[src/rtl/fifo_mem_ctrl_if.sv]
// Producer/consumer side of the show-ahead FIFO sequencer.
//
// Handshake rule for both channels: a word moves on a rising clk edge
// exactly when valid and ready are both high in the cycle before it.
// valid, once raised, stays up with its data stable until that transfer
// happens. ready may change freely and never waits for valid.
interface fifo_mem_ctrl_if #(
    parameter int DATA_WIDTH = 8,
    parameter int ADDR_WIDTH = 4
);
    logic                  wr_valid;
    logic                  wr_ready;
    logic [DATA_WIDTH-1:0] wr_data;
    logic                  rd_valid;
    logic                  rd_ready;
    logic [DATA_WIDTH-1:0] rd_data;
    logic [ADDR_WIDTH:0]   level;

    // Environment side: the producer and the consumer.
    modport master (
        output wr_valid, wr_data, rd_ready,
        input  wr_ready, rd_valid, rd_data, level
    );

    // Controller side.
    modport slave (
        input  wr_valid, wr_data, rd_ready,
        output wr_ready, rd_valid, rd_data, level
    );
endinterface

[src/rtl/fifo_mem_ctrl.sv]
// Sequencer that turns a dual-port memory with a 1-cycle registered read
// into a show-ahead FIFO. The memory's read register is the single output
// stage: once a word is fetched it sits on mem_read_data (= rd_data) and
// the memory holds it until the next read is issued.
//
// Capacity is DEPTH words in memory plus one in the output stage.
// Write-to-read latency is 2 cycles: the occupancy seen by the read side
// comes from registered pointers, so a word written in cycle N is fetched
// in N+1 and presented in N+2. That avoids any read-during-write bypass.
module fifo_mem_ctrl #(
    parameter int DATA_WIDTH = 8,
    parameter int ADDR_WIDTH = 4
) (
    input  logic                  clk,
    input  logic                  rstn,
    input  logic                  flush,
    fifo_mem_ctrl_if.slave        bus,
    output logic                  mem_write_en,
    output logic [ADDR_WIDTH-1:0] mem_write_addr,
    output logic [DATA_WIDTH-1:0] mem_write_data,
    output logic                  mem_read_en,
    output logic [ADDR_WIDTH-1:0] mem_read_addr,
    input  logic [DATA_WIDTH-1:0] mem_read_data,
    output logic                  dbg_state
);

    localparam int                  DEPTH     = 1 << ADDR_WIDTH;
    localparam logic [ADDR_WIDTH:0] DEPTH_CNT = (ADDR_WIDTH + 1)'(DEPTH);
    localparam logic [ADDR_WIDTH:0] PTR_ONE   = (ADDR_WIDTH + 1)'(1);
    localparam logic [ADDR_WIDTH:0] PTR_ZERO  = '0;

    // EMPTY: the output stage holds nothing. VALID: rd_data is the head word.
    typedef enum logic {
        ST_EMPTY = 1'b0,
        ST_VALID = 1'b1
    } state_t;

    state_t                state;
    logic [ADDR_WIDTH:0]   wr_ptr;
    logic [ADDR_WIDTH:0]   rd_ptr;
    logic [ADDR_WIDTH:0]   mem_cnt;
    logic                  wr_fire;
    logic                  fetch;
    logic                  out_valid;

    // Words still in memory. The pointers carry one extra bit so that a
    // full memory (difference DEPTH) differs from an empty one (difference 0).
    assign mem_cnt = wr_ptr - rd_ptr;

    // Full depends on the pointer registers only, so wr_ready has no
    // combinational path from rd_ready. A pop while full frees the slot
    // from the next cycle on.
    assign bus.wr_ready = (mem_cnt != DEPTH_CNT);

    // A flush cycle drops whatever the producer offers.
    assign wr_fire = bus.wr_valid & bus.wr_ready & ~flush;

    assign out_valid = (state == ST_VALID);

    // Decide whether to issue a memory read this cycle: refill an empty
    // output stage, or replace the head word while it is being taken.
    always_comb begin
        fetch = 1'b0;
        if (!flush) begin
            case (state)
                ST_EMPTY: fetch = (mem_cnt != PTR_ZERO);
                ST_VALID: fetch = bus.rd_ready && (mem_cnt != PTR_ZERO);
                default:  fetch = 1'b0;
            endcase
        end
    end

    assign mem_write_en   = wr_fire;
    assign mem_write_addr = wr_ptr[ADDR_WIDTH-1:0];
    assign mem_write_data = bus.wr_data;

    assign mem_read_en    = fetch;
    assign mem_read_addr  = rd_ptr[ADDR_WIDTH-1:0];

    // The memory read register is the output stage, so the head word is
    // simply what the memory drives.
    assign bus.rd_valid   = out_valid;
    assign bus.rd_data    = mem_read_data;
    assign bus.level      = mem_cnt + {{ADDR_WIDTH{1'b0}}, out_valid};

    assign dbg_state      = out_valid;

    // Advance the write and read pointers; flush returns both to zero.
    always_ff @(posedge clk or negedge rstn) begin
        if (!rstn) begin
            wr_ptr <= '0;
            rd_ptr <= '0;
        end else if (flush) begin
            wr_ptr <= '0;
            rd_ptr <= '0;
        end else begin
            if (wr_fire) begin
                wr_ptr <= wr_ptr + PTR_ONE;
            end
            if (fetch) begin
                rd_ptr <= rd_ptr + PTR_ONE;
            end
        end
    end

    // Track whether the output stage holds the head word.
    always_ff @(posedge clk or negedge rstn) begin
        if (!rstn) begin
            state <= ST_EMPTY;
        end else if (flush) begin
            state <= ST_EMPTY;
        end else begin
            case (state)
                ST_EMPTY: begin
                    if (mem_cnt != PTR_ZERO) begin
                        state <= ST_VALID;
                    end
                end
                ST_VALID: begin
                    if (bus.rd_ready && (mem_cnt == PTR_ZERO)) begin
                        state <= ST_EMPTY;
                    end
                end
                default: state <= ST_EMPTY;
            endcase
        end
    end

endmodule

[src/flat_wrapper.sv]
// flat-port wrapper written by rule: the top's interface ports become plain ports
module fifo_mem_ctrl_flat 
#(
    parameter int DATA_WIDTH = 8,
    parameter int ADDR_WIDTH = 4
)
  (clk, rstn, flush, mem_write_en, mem_write_addr, mem_write_data, mem_read_en, mem_read_addr, mem_read_data, dbg_state, bus_wr_valid, bus_wr_data, bus_rd_ready, bus_wr_ready, bus_rd_valid, bus_rd_data, bus_level);
  fifo_mem_ctrl_if #(.DATA_WIDTH(DATA_WIDTH), .ADDR_WIDTH(ADDR_WIDTH)) bus_i ();
  input  logic clk;
  input  logic rstn;
  input  logic flush;
  output logic mem_write_en;
  output logic [ADDR_WIDTH-1:0] mem_write_addr;
  output logic [DATA_WIDTH-1:0] mem_write_data;
  output logic mem_read_en;
  output logic [ADDR_WIDTH-1:0] mem_read_addr;
  input  logic [DATA_WIDTH-1:0] mem_read_data;
  output logic dbg_state;
  input wire logic [$bits(bus_i.wr_valid)-1:0] bus_wr_valid;
  input wire logic [$bits(bus_i.wr_data)-1:0] bus_wr_data;
  input wire logic [$bits(bus_i.rd_ready)-1:0] bus_rd_ready;
  output wire logic [$bits(bus_i.wr_ready)-1:0] bus_wr_ready;
  output wire logic [$bits(bus_i.rd_valid)-1:0] bus_rd_valid;
  output wire logic [$bits(bus_i.rd_data)-1:0] bus_rd_data;
  output wire logic [$bits(bus_i.level)-1:0] bus_level;
  assign bus_i.wr_valid = bus_wr_valid;
  assign bus_i.wr_data = bus_wr_data;
  assign bus_i.rd_ready = bus_rd_ready;
  assign bus_wr_ready = bus_i.wr_ready;
  assign bus_rd_valid = bus_i.rd_valid;
  assign bus_rd_data = bus_i.rd_data;
  assign bus_level = bus_i.level;
  fifo_mem_ctrl #(.DATA_WIDTH(DATA_WIDTH), .ADDR_WIDTH(ADDR_WIDTH)) u_core (.clk(clk), .rstn(rstn), .flush(flush), .bus(bus_i), .mem_write_en(mem_write_en), .mem_write_addr(mem_write_addr), .mem_write_data(mem_write_data), .mem_read_en(mem_read_en), .mem_read_addr(mem_read_addr), .mem_read_data(mem_read_data), .dbg_state(dbg_state));
endmodule
[config.mk]
export PLATFORM = sky130hd
export DESIGN_NAME = fifo_mem_ctrl_flat
export DESIGN_NICKNAME = d
export VERILOG_FILES = /design/src/rtl/fifo_mem_ctrl_if.sv /design/src/rtl/fifo_mem_ctrl.sv /design/src/flat_wrapper.sv
export SDC_FILE = /design/constraint.sdc
export NUM_CORES = 1
export LEC_CHECK = 0
export CAP_MARGIN = 10
export CORE_MARGIN = 2
export CORE_UTILIZATION = 23
export CTS_CLUSTER_DIAMETER = 100
export DETAILED_ROUTE_END_ITERATION = 12
export HOLD_SLACK_MARGIN = 0.15
export PLACE_DENSITY = 0.55
export SETUP_SLACK_MARGIN = 0.3
export SYNTH_ARGS = -nofsm -noshare
export SYNTH_HDL_FRONTEND = slang
export SYNTH_SLANG_ARGS = --single-unit
[constraint.sdc]
create_clock -name clk -period 4.3 [get_ports clk]
set_input_delay 0.86 -clock clk [delete_from_list [all_inputs] [get_ports clk]]
set_output_delay 0.86 -clock clk [all_outputs]
set_load 0.05 [all_outputs]
[After elaboration in Yosys (flattened, before gate mapping)]
Cells that the tools add are included.
Word-level totals
  input bits: 21
  bits in registers: 11
  logic and storage cells: 28
  output and inout port bits: 34
Cells by class
  add/sub/neg operators: 4
  bitwise logic cells: 4
  equality and inequality tests: 1
  mux-type cells: 10
  reductions and logical operators: 6
Operators with widths (count)
  5-bit 2-to-1 mux: 4
  5-bit by 1-bit adder with 5-bit output, second input constant: 2
  5-bit by 1-bit adder with 5-bit output: 1
  5-bit logical NOT: 1
  5-bit inequality test, second input constant: 1
  5-bit nonzero test: 1
  5-bit subtractor: 1
  1-bit 2-to-1 mux: 4
  1-bit case mux with 2 select lines: 2
  2-bit nonzero test: 2
  1-bit AND: 2
  1-bit logical AND: 2
  1-bit inverter: 2

[Depth between registers and ports, before layout]
Gate-level depths: netlist of run 1.
  word-level depth: 7
  depth in mapped cells: 9
  mapped depth without buffers: 9

[Worst setup path after synthesis of run 1]
No wires, ideal clock.
  path type: reg2out
  start: register u_core.wr_ptr[0]
  end: output mem_read_en
  setup slack: 0.895 ns
  arrival: 2.545 ns
  data required time: 3.440 ns
  stages on the path, launching flop included: 10
  buffers on the path: 0
  cells stage by stage: dfrtp_1 inv_1 ha_1 inv_1 fa_1 xor2_1 a211o_1 a2bb2oi_2 nor2b_1 nor2b_1
Between the ends
  word-level cells in the longest chain between the ends: 5
RTL lines
  from (decl): RTL line fifo_mem_ctrl.sv:39  | logic [ADDR_WIDTH:0] wr_ptr;
  from (signal assigned): RTL line fifo_mem_ctrl.sv:98  | wr_ptr <= wr_ptr + PTR_ONE;
  5-bit subtractor *: RTL line fifo_mem_ctrl.sv:48  | assign mem_cnt = wr_ptr - rd_ptr;
  5-bit nonzero test *: RTL line fifo_mem_ctrl.sv:66, fifo_mem_ctrl.sv:67
  1-bit logical AND: RTL line fifo_mem_ctrl.sv:67  | ST_VALID: fetch = bus.rd_ready && (mem_cnt != PTR_ZERO);
  1-bit case mux with 2 select lines *: RTL line fifo_mem_ctrl.sv:65  | case (state)
  1-bit 2-to-1 mux *: RTL line fifo_mem_ctrl.sv:64  | if (!flush) begin
  to (decl): RTL line flat_wrapper.sv:15  | output logic mem_read_en;
Every way passes the cells marked *; elsewhere a longest branch is shown, timed or not.

[Worst setup path in the final report of run 1]
  start: register u_core.wr_ptr[0]
  end: output mem_write_en
Between the ends
  word-level cells in the longest chain between the ends: 4
RTL lines
  5-bit subtractor: RTL line fifo_mem_ctrl.sv:48
  5-bit inequality test: RTL line fifo_mem_ctrl.sv:53  | assign bus.wr_ready = (mem_cnt != DEPTH_CNT);
  1-bit AND (2 in series): RTL line fifo_mem_ctrl.sv:56  | assign wr_fire = bus.wr_valid & bus.wr_ready & ~flush;
  to (decl): RTL line flat_wrapper.sv:12  | output logic mem_write_en;
Every way passes these cells.

==> impl_metrics.py, run 1 <==
metrics = {
    "pwr": {
        "irDropWorstVdd_uv": 300.2,
        "pwr-share-seq_pct": 14.1,
        "p_clk_share_pct": 10.0,
        "comb_power_share_pct": 76.0,
        "p_leak_nw": 0.5357,
        "switchingPower_uw": 580.8,
        "power_density_mw_per_mm2": 859.7,
        "swShare_pct": 55.15,
        "fin_total_pwr_mw": 1.053,
        "cell_internal_pwr_uw": 472.3,
    },
    "route": {
        "antenna_left": 0,
        "dr.pass1.iters": 4,
        "wl_per_cell_um": 11.31,
        "vias": 771,
        "drc": 0,
        "drt-vias-per-instance": 4.381,
        "drt_iter0_markers": 9,
        "wirelength_um": 1991,
    },
    "cells_and_area": {
        "synthToLayoutAreaGrowth_pct": 12.66,
        "diodes": 0,
        "fillers": 508,
        "seq_area_um2": 275.3,
        "layout.nets": 153,
        "final_core_util_pct": 26.46,
        "drive_above_1_share_pct": 13.11,
        "multi_input_area_um2": 590.6,
    },
    "logic_synthesis": {
        "synth_seq_cells": 11,
        "synthDistinctLibCells": 31,
        "async_flop_share_pct": 100.0,
        "synth_warnings": 0,
        "synth.avg_cell_area_um2": 8.912,
        "syn_inst": 122,
        "ys_seq_area_share_pct": 25.32,
        "syn_nets": 152,
        "synth_flop_cell": "dfrtp_1",
        "syn-cell-area_mm2": 0.001087,
        "synth_edf_count": 0,
    },
    "worst_setup_path": {
        "setup.worst_path.end": "mem_write_en",
        "rr_startpoint": "u_core.wr_ptr[0]",
        "crit_required_ns": 3.44,
        "r2r_cells": 9,
        "critPathCaptureType": "output pin",
        "r2r_slack_ns": 1.68,
        "crit_top_cell": "inv_1",
        "crit_path_max_incr_delay_ns": 0.43,
        "reg2reg_to": "u_core.wr_ptr[3]",
        "path_max_fanout": 7,
        "worstPathArrival_ns": 2.82,
        "path_cells": "inv_1 -> ha_1 -> inv_1 -> fa_1 -> xor2_1 -> a211o_1 -> a211oi_4 -> nor2b_2 -> nor2b_1 -> clkbuf_2",
        "cp_slowest_cell": "fa_1",
        "crit_path_start": "u_core.wr_ptr[0]",
        "startpoint_type": "flip-flop",
        "crit_type": "flip-flop to output pin",
    },
    "sta": {
        "finalCritPeriodShare_pct": 85.54,
        "max-slew-margin-rel_pct": 65.88,
        "period_minus_slack_ns": 3.678,
        "rsz0062_at_grt": "false",
        "final.setup.tns_ns": 0,
        "setup_viol": 0,
        "setup_slack_ns": 0.6219,
        "hold_violations": 0,
        "fin_skew_ns": 0.002281,
        "slew_viol_final": 0,
        "fmax_mhz": 271.9,
        "worstMarginPinSlew_ns": 0.5110,
    },
    "floorplanning": {
        "core_area_mm2": 0.004629,
        "pin_count": 55,
        "fp.dieW_um": 72.76,
        "fp.dieH_um": 72.76,
        "initial_core_util_pct": 23.49,
        "die_area_mm2": 0.005293,
        "rows": 25,
    },
    "clock_network": {
        "h-tree-depth": 1,
        "clk_latency_ns": 0.24,
        "clock_path_buffers": 2,
        "cts_tree": "yes",
        "ctsHoldBuffers": 0,
        "cts.sinks": 11,
        "root_buffer": "clkbuf_8",
        "cts_buffers": 3,
        "path_clk_slew_ns": 0.05,
    },
    "global_routing": {
        "grt_max_degree": 12,
        "grt_pass1_vias": 797,
        "gr-usage-all-layers_pct": 8.688,
        "grt.overflow.total": 0,
        "grt_pass1_wl_um": 3498,
        "antenna_found_initial": 0,
    },
    "placed_design": {
        "dpl.hpwl_um": 1643,
        "place.gp.congestion": 0.7724,
        "portBuffers": 22,
        "dp_slack_ns": 0.4124,
    },
    "run": {
        "maxCapViolations": 0,
    },
    "outcome": {
        "status": "finished, final reports clean",
    },
    "worst_hold_path": {
        "min_path_type": "flip-flop to flip-flop",
        "worst_hold_startpoint": "u_core.wr_ptr[4]",
    },
}
[cells by family after synthesis]
| logic type | after synthesis | share of synthesized area, % |
|---|---|---|
| fa+ha+maj | 9 | 11.05 |
| simple gates | 42 | 21.17 |
| xor+xnor | 7 | 5.639 |
| mux | 8 | 8.400 |
| buf+inv | 34 | 20.37 |
| compound gates | 11 | 8.055 |
| flops | 11 | 25.32 |
[worst min path at each step]
stage                                   to  slack [ns]  cells past startpoint
after CTS                 u_core.wr_ptr[4]        0.58                      2
final                     u_core.wr_ptr[4]        0.58                      2
after global routing      u_core.wr_ptr[4]        0.61                      2
after detailed placement  u_core.wr_ptr[4]        0.57                      2
after floorplan           u_core.wr_ptr[4]        0.54                      2
after global placement    u_core.wr_ptr[4]        0.56                      2
[cells in the final DEF (no fill, tap or decap), drive strengths merged, types with 2 or more instances in the layout]
| cell | instances |
|---|---|
| nor2 | 13 |
| and3 | 2 |
| inv | 7 |
| nand4 | 4 |
| nand3b | 2 |
| dfrtp | 11 |
| clkdlybuf4s50 | 19 |
| nand2 | 3 |
| a21oi | 6 |
| mux2i | 2 |
| or3 | 2 |
| nor2b | 7 |
| xnor2 | 3 |
| clkbuf | 6 |
| nand3 | 2 |
| nand2b | 5 |
| ha | 8 |
| xor2 | 4 |
| mux2 | 6 |
| o21ai | 2 |
[state kept, by name, indices dropped and copies added, names as in the netlist]
| signal | flops |
|---|---|
| u_core.bus.rd_valid | 1 |
| u_core.wr_ptr | 5 |
| u_core.rd_ptr | 5 |
[final cells by class]
type	instances	share of cell area (%)
inverters	7	2.145
clock buffers	4	3.677
multi-input cells	77	48.21
flip-flops and latches	11	22.47
repair buffers	23	17.98
well taps	54	5.516
[power by group through the flow]
stage          logic (mW)  registers, mW  clock network, mW
2_1_floorplan       0.661          0.153                  0
3_3_place_gp        0.811          0.149                  0
3_5_place_dp        0.811          0.150                  0
4_1_cts             0.811          0.149              0.109
5_1_grt             0.863          0.152              0.115
6_report            0.800          0.148              0.105
[Yosys cell counts (2+ instances only)]
cell type	number	share of area, %
nand3_1	2	0.92
nor2b_1	6	3.5
nor2_1	13	4.5
o21ai_0	2	0.92
buf_4	25	17
xor2_1	4	3.2
nand2_1	3	1.0
a21oi_1	5	2.3
inv_1	7	2.4
or3_1	2	1.2
nand2b_1	5	2.9
nand4_1	4	2.3
clkbuf_1	2	0.69
ha_1	8	9.2
dfrtp_1	11	25
mux2i_1	2	1.8
xnor2_1	3	2.4
mux2_2	4	4.1
and3_1	2	1.2
[metal layers]
| layer | track usage (%) | vias up | routed length, um |
|---|---|---|---|
| li1 | - | 384 | - |
| met1 | 9.771 | 354 | 885 |
| met2 | 13.33 | 29 | 898 |
| met3 | 2.901 | 4 | 143 |
| met4 | 6.996 | 0 | 63 |
| met5 | 0 | - | 0 |
[through the flow]
stage | instances | hold WS, ns | instance area, um^2
floorplan | 122 | 0.5394 | 1087
global placement | 172 | 0.5649 | 1187
detailed placement | 172 | 0.5739 | 1187
CTS | 176 | 0.5812 | 1230
global route | 176 | 0.6051 | 1225
finish | 176 | 0.5756 | 1225
[critical path, delay by kind of cell (launching register included)]
kind / cells / cell delay (ns)
AO/OA/AOI/OAI: 2 / 0.71
XOR/XNOR: 1 / 0.21
adder cells (fa/ha/maj): 2 / 0.58
buffers and inverters: 3 / 0.38
flip-flops: 1 / 0.41
AND/OR/NAND/NOR: 2 / 0.26
[what timing repair did]
| action | CTS | global route |
|---|---|---|
| buffers inserted | 0 | 0 |
| endpoints found under the setup margin | 2 | 3 |
| pin swaps | 0 | 1 |
| gates resized for setup | 2 | 5 |
No activity file was read; power rests on OpenSTA's default activity.
==> run 2: changes to the inputs <==
--- a/config.mk
+++ b/config.mk
@@ -10,8 +10,9 @@
 export CORE_UTILIZATION = 23
 export CTS_CLUSTER_DIAMETER = 100
 export DETAILED_ROUTE_END_ITERATION = 12
+export DONT_BUFFER_PORTS = 1
 export HOLD_SLACK_MARGIN = 0.15
-export PLACE_DENSITY = 0.55
+export PLACE_DENSITY = 0.4
 export SETUP_SLACK_MARGIN = 0.3
 export SYNTH_ARGS = -nofsm -noshare
 export SYNTH_HDL_FRONTEND = slang
==> constraint.sdc (replaced) <==
create_clock -name clk -period 4.3 [get_ports clk]
set_input_delay 0.86 -clock clk [delete_from_list [all_inputs] [get_ports clk]]
set_output_delay 0.86 -clock clk [all_outputs]
set_load 0.01 [all_outputs]
==> impl_metrics.py, run 2 (synthesis gave the netlist of run 1 again) <==
metrics = {
    "pwr": {
        "p_clk_share_pct": 16.3,
        "irDropWorstVdd_uv": 234.3,
        "swShare_pct": 46.64,
        "power_density_mw_per_mm2": 642.2,
        "pwr-share-seq_pct": 25.1,
        "cell_internal_pwr_uw": 344.3,
        "switchingPower_uw": 300.9,
        "comb_power_share_pct": 58.7,
        "p_leak_nw": 0.4470,
    },
    "sta": {
        "fmax_mhz": 280.9,
        "hold_slack_ns": 0.3147,
        "max-slew-margin-rel_pct": 72.75,
        "rsz0062_at_grt": "false",
        "finalCritPeriodShare_pct": 82.78,
        "hold_violations": 0,
        "final.setup.tns_ns": 0,
        "worstMarginPinSlew_ns": 0.4087,
        "setup_viol": 0,
        "setup_slack_ns": 0.7403,
        "period_minus_slack_ns": 3.560,
        "fin_skew_ns": 0.001277,
        "slew_viol_final": 0,
    },
    "cells_and_area": {
        "diodes": 0,
        "synthToLayoutAreaGrowth_pct": -7.595,
        "multi_input_area_um2": 590.6,
        "final_cell_mix": "nor2_1 (13), dfrtp_1 (11), ha_1 (8)",
        "final_common_cell": "nor2_1",
        "seq_area_um2": 275.3,
        "fillers": 511,
        "layout.nets": 130,
        "drive_above_1_share_pct": 13.13,
    },
    "route": {
        "vias": 693,
        "drt-vias-per-instance": 4.529,
        "drc": 0,
        "wirelength_um": 2040,
        "antenna_left": 0,
        "dr.pass1.iters": 4,
        "drt_iter0_markers": 23,
        "wl_per_cell_um": 13.33,
    },
    "worst_setup_path": {
        "r2r_slack_ns": 1.58,
        "crit_path_max_incr_delay_ns": 0.46,
        "cp_slowest_cell": "dfrtp_1",
        "path_delay_family": "simple AND/OR/NAND/NOR gates",
        "crit_type": "flip-flop to output pin",
        "startpoint_type": "flip-flop",
        "path_max_fanout": 7,
        "critPathCaptureType": "output pin",
        "crit_required_ns": 3.44,
        "path_cells": "inv_1 -> ha_1 -> inv_1 -> fa_1 -> nor3b_1 -> nand4_1 -> a211oi_4 -> nor2b_2 -> nor2b_1",
        "crit_top_cell": "inv_1",
        "r2r_cells": 9,
        "crit_buf_inv": 2,
        "path_depth": 9,
        "worstPathArrival_ns": 2.70,
    },
    "outcome": {
        "status": "finished, final reports clean",
    },
    "placed_design": {
        "portBuffers": 0,
        "place.gp.congestion": 0.7857,
        "dpl.hpwl_um": 1625,
        "dp_slack_ns": 0.9900,
    },
    "floorplanning": {
        "die_area_mm2": 0.005293,
        "core_area_mm2": 0.004629,
        "fp.dieH_um": 72.76,
        "initial_core_util_pct": 23.49,
        "fp.dieW_um": 72.76,
        "rows": 25,
        "pin_count": 55,
    },
    "clock_network": {
        "h-tree-depth": 1,
        "cts_tree": "yes",
        "clk_latency_ns": 0.24,
        "cts_setup_buffers": 0,
        "cts.sinks": 11,
        "ctsResizeCount": 0,
        "path_clk_slew_ns": 0.05,
        "cts_buffers": 3,
        "ctsHoldBuffers": 0,
        "clock_path_buffers": 2,
        "root_buffer": "clkbuf_8",
    },
    "global_routing": {
        "gr-usage-all-layers_pct": 8.216,
        "grt.overflow.total": 0,
        "antenna_found_initial": 0,
        "grt_pass1_wl_um": 3374,
        "grt_max_degree": 22,
        "grt_pass1_vias": 703,
    },
    "worst_hold_path": {
        "min_path_type": "input pin to asynchronous set/reset pin",
    },
    "run": {
        "maxCapViolations": 0,
    },
}
run 2: changes by cell type in the layout (fill, tap and decap cells not counted), sizes merged:
cell,previous run,this run
dlymetal6s2s,1,0
clkbuf,6,4
buf,1,0
clkdlybuf4s50,19,0
run 2: final timing paths:
path                                  startpoint                to
worst max register to register  u_core.wr_ptr[0]  u_core.wr_ptr[3]
min in group clk                u_core.wr_ptr[4]  u_core.wr_ptr[4]
worst min-delay path                        rstn  u_core.wr_ptr[1]
max in group asynchronous                   rstn  u_core.rd_ptr[2]
worst max-delay path            u_core.wr_ptr[0]      mem_write_en
worst min register to register  u_core.wr_ptr[4]  u_core.wr_ptr[4]
run 2: metal layers:
metal / share of wire, % / up-vias / GRT usage, %
met1: 48 / 322 / 10.74
met5: 0 / - / 0
met4: 1.2 / 0 / 3.086
li1: - / 338 / -
met2: 45 / 28 / 12.93
met3: 6.4 / 5 / 2.210
run 2: layout make-up:
type / count / area share [%]
clock buffers: 4 / 4.483
inverters: 7 / 2.615
multi-input cells: 77 / 58.78
flip-flops and latches: 11 / 27.40
well taps: 54 / 6.725
run 2: metrics by stage:
step	power (mW)	util [%]	cells	cell area [um^2]
2_1_floorplan	0.5168	-	122	1087
3_3_place_gp	0.5436	20.73	149	959.7
3_5_place_dp	0.5490	20.73	149	959.7
4_1_cts	0.6605	21.70	153	1005
5_1_grt	0.7128	21.70	153	1005
6_report	0.6452	21.70	153	1005
run 2: power by group through the flow:
stage               Clock, mW  Sequential (mW)  Combinational, mW
finish                  0.105            0.162              0.379
global placement            0            0.163              0.380
CTS                     0.110            0.163              0.387
global route            0.118            0.166              0.429
floorplan                   0            0.144              0.373
detailed placement          0            0.165              0.384
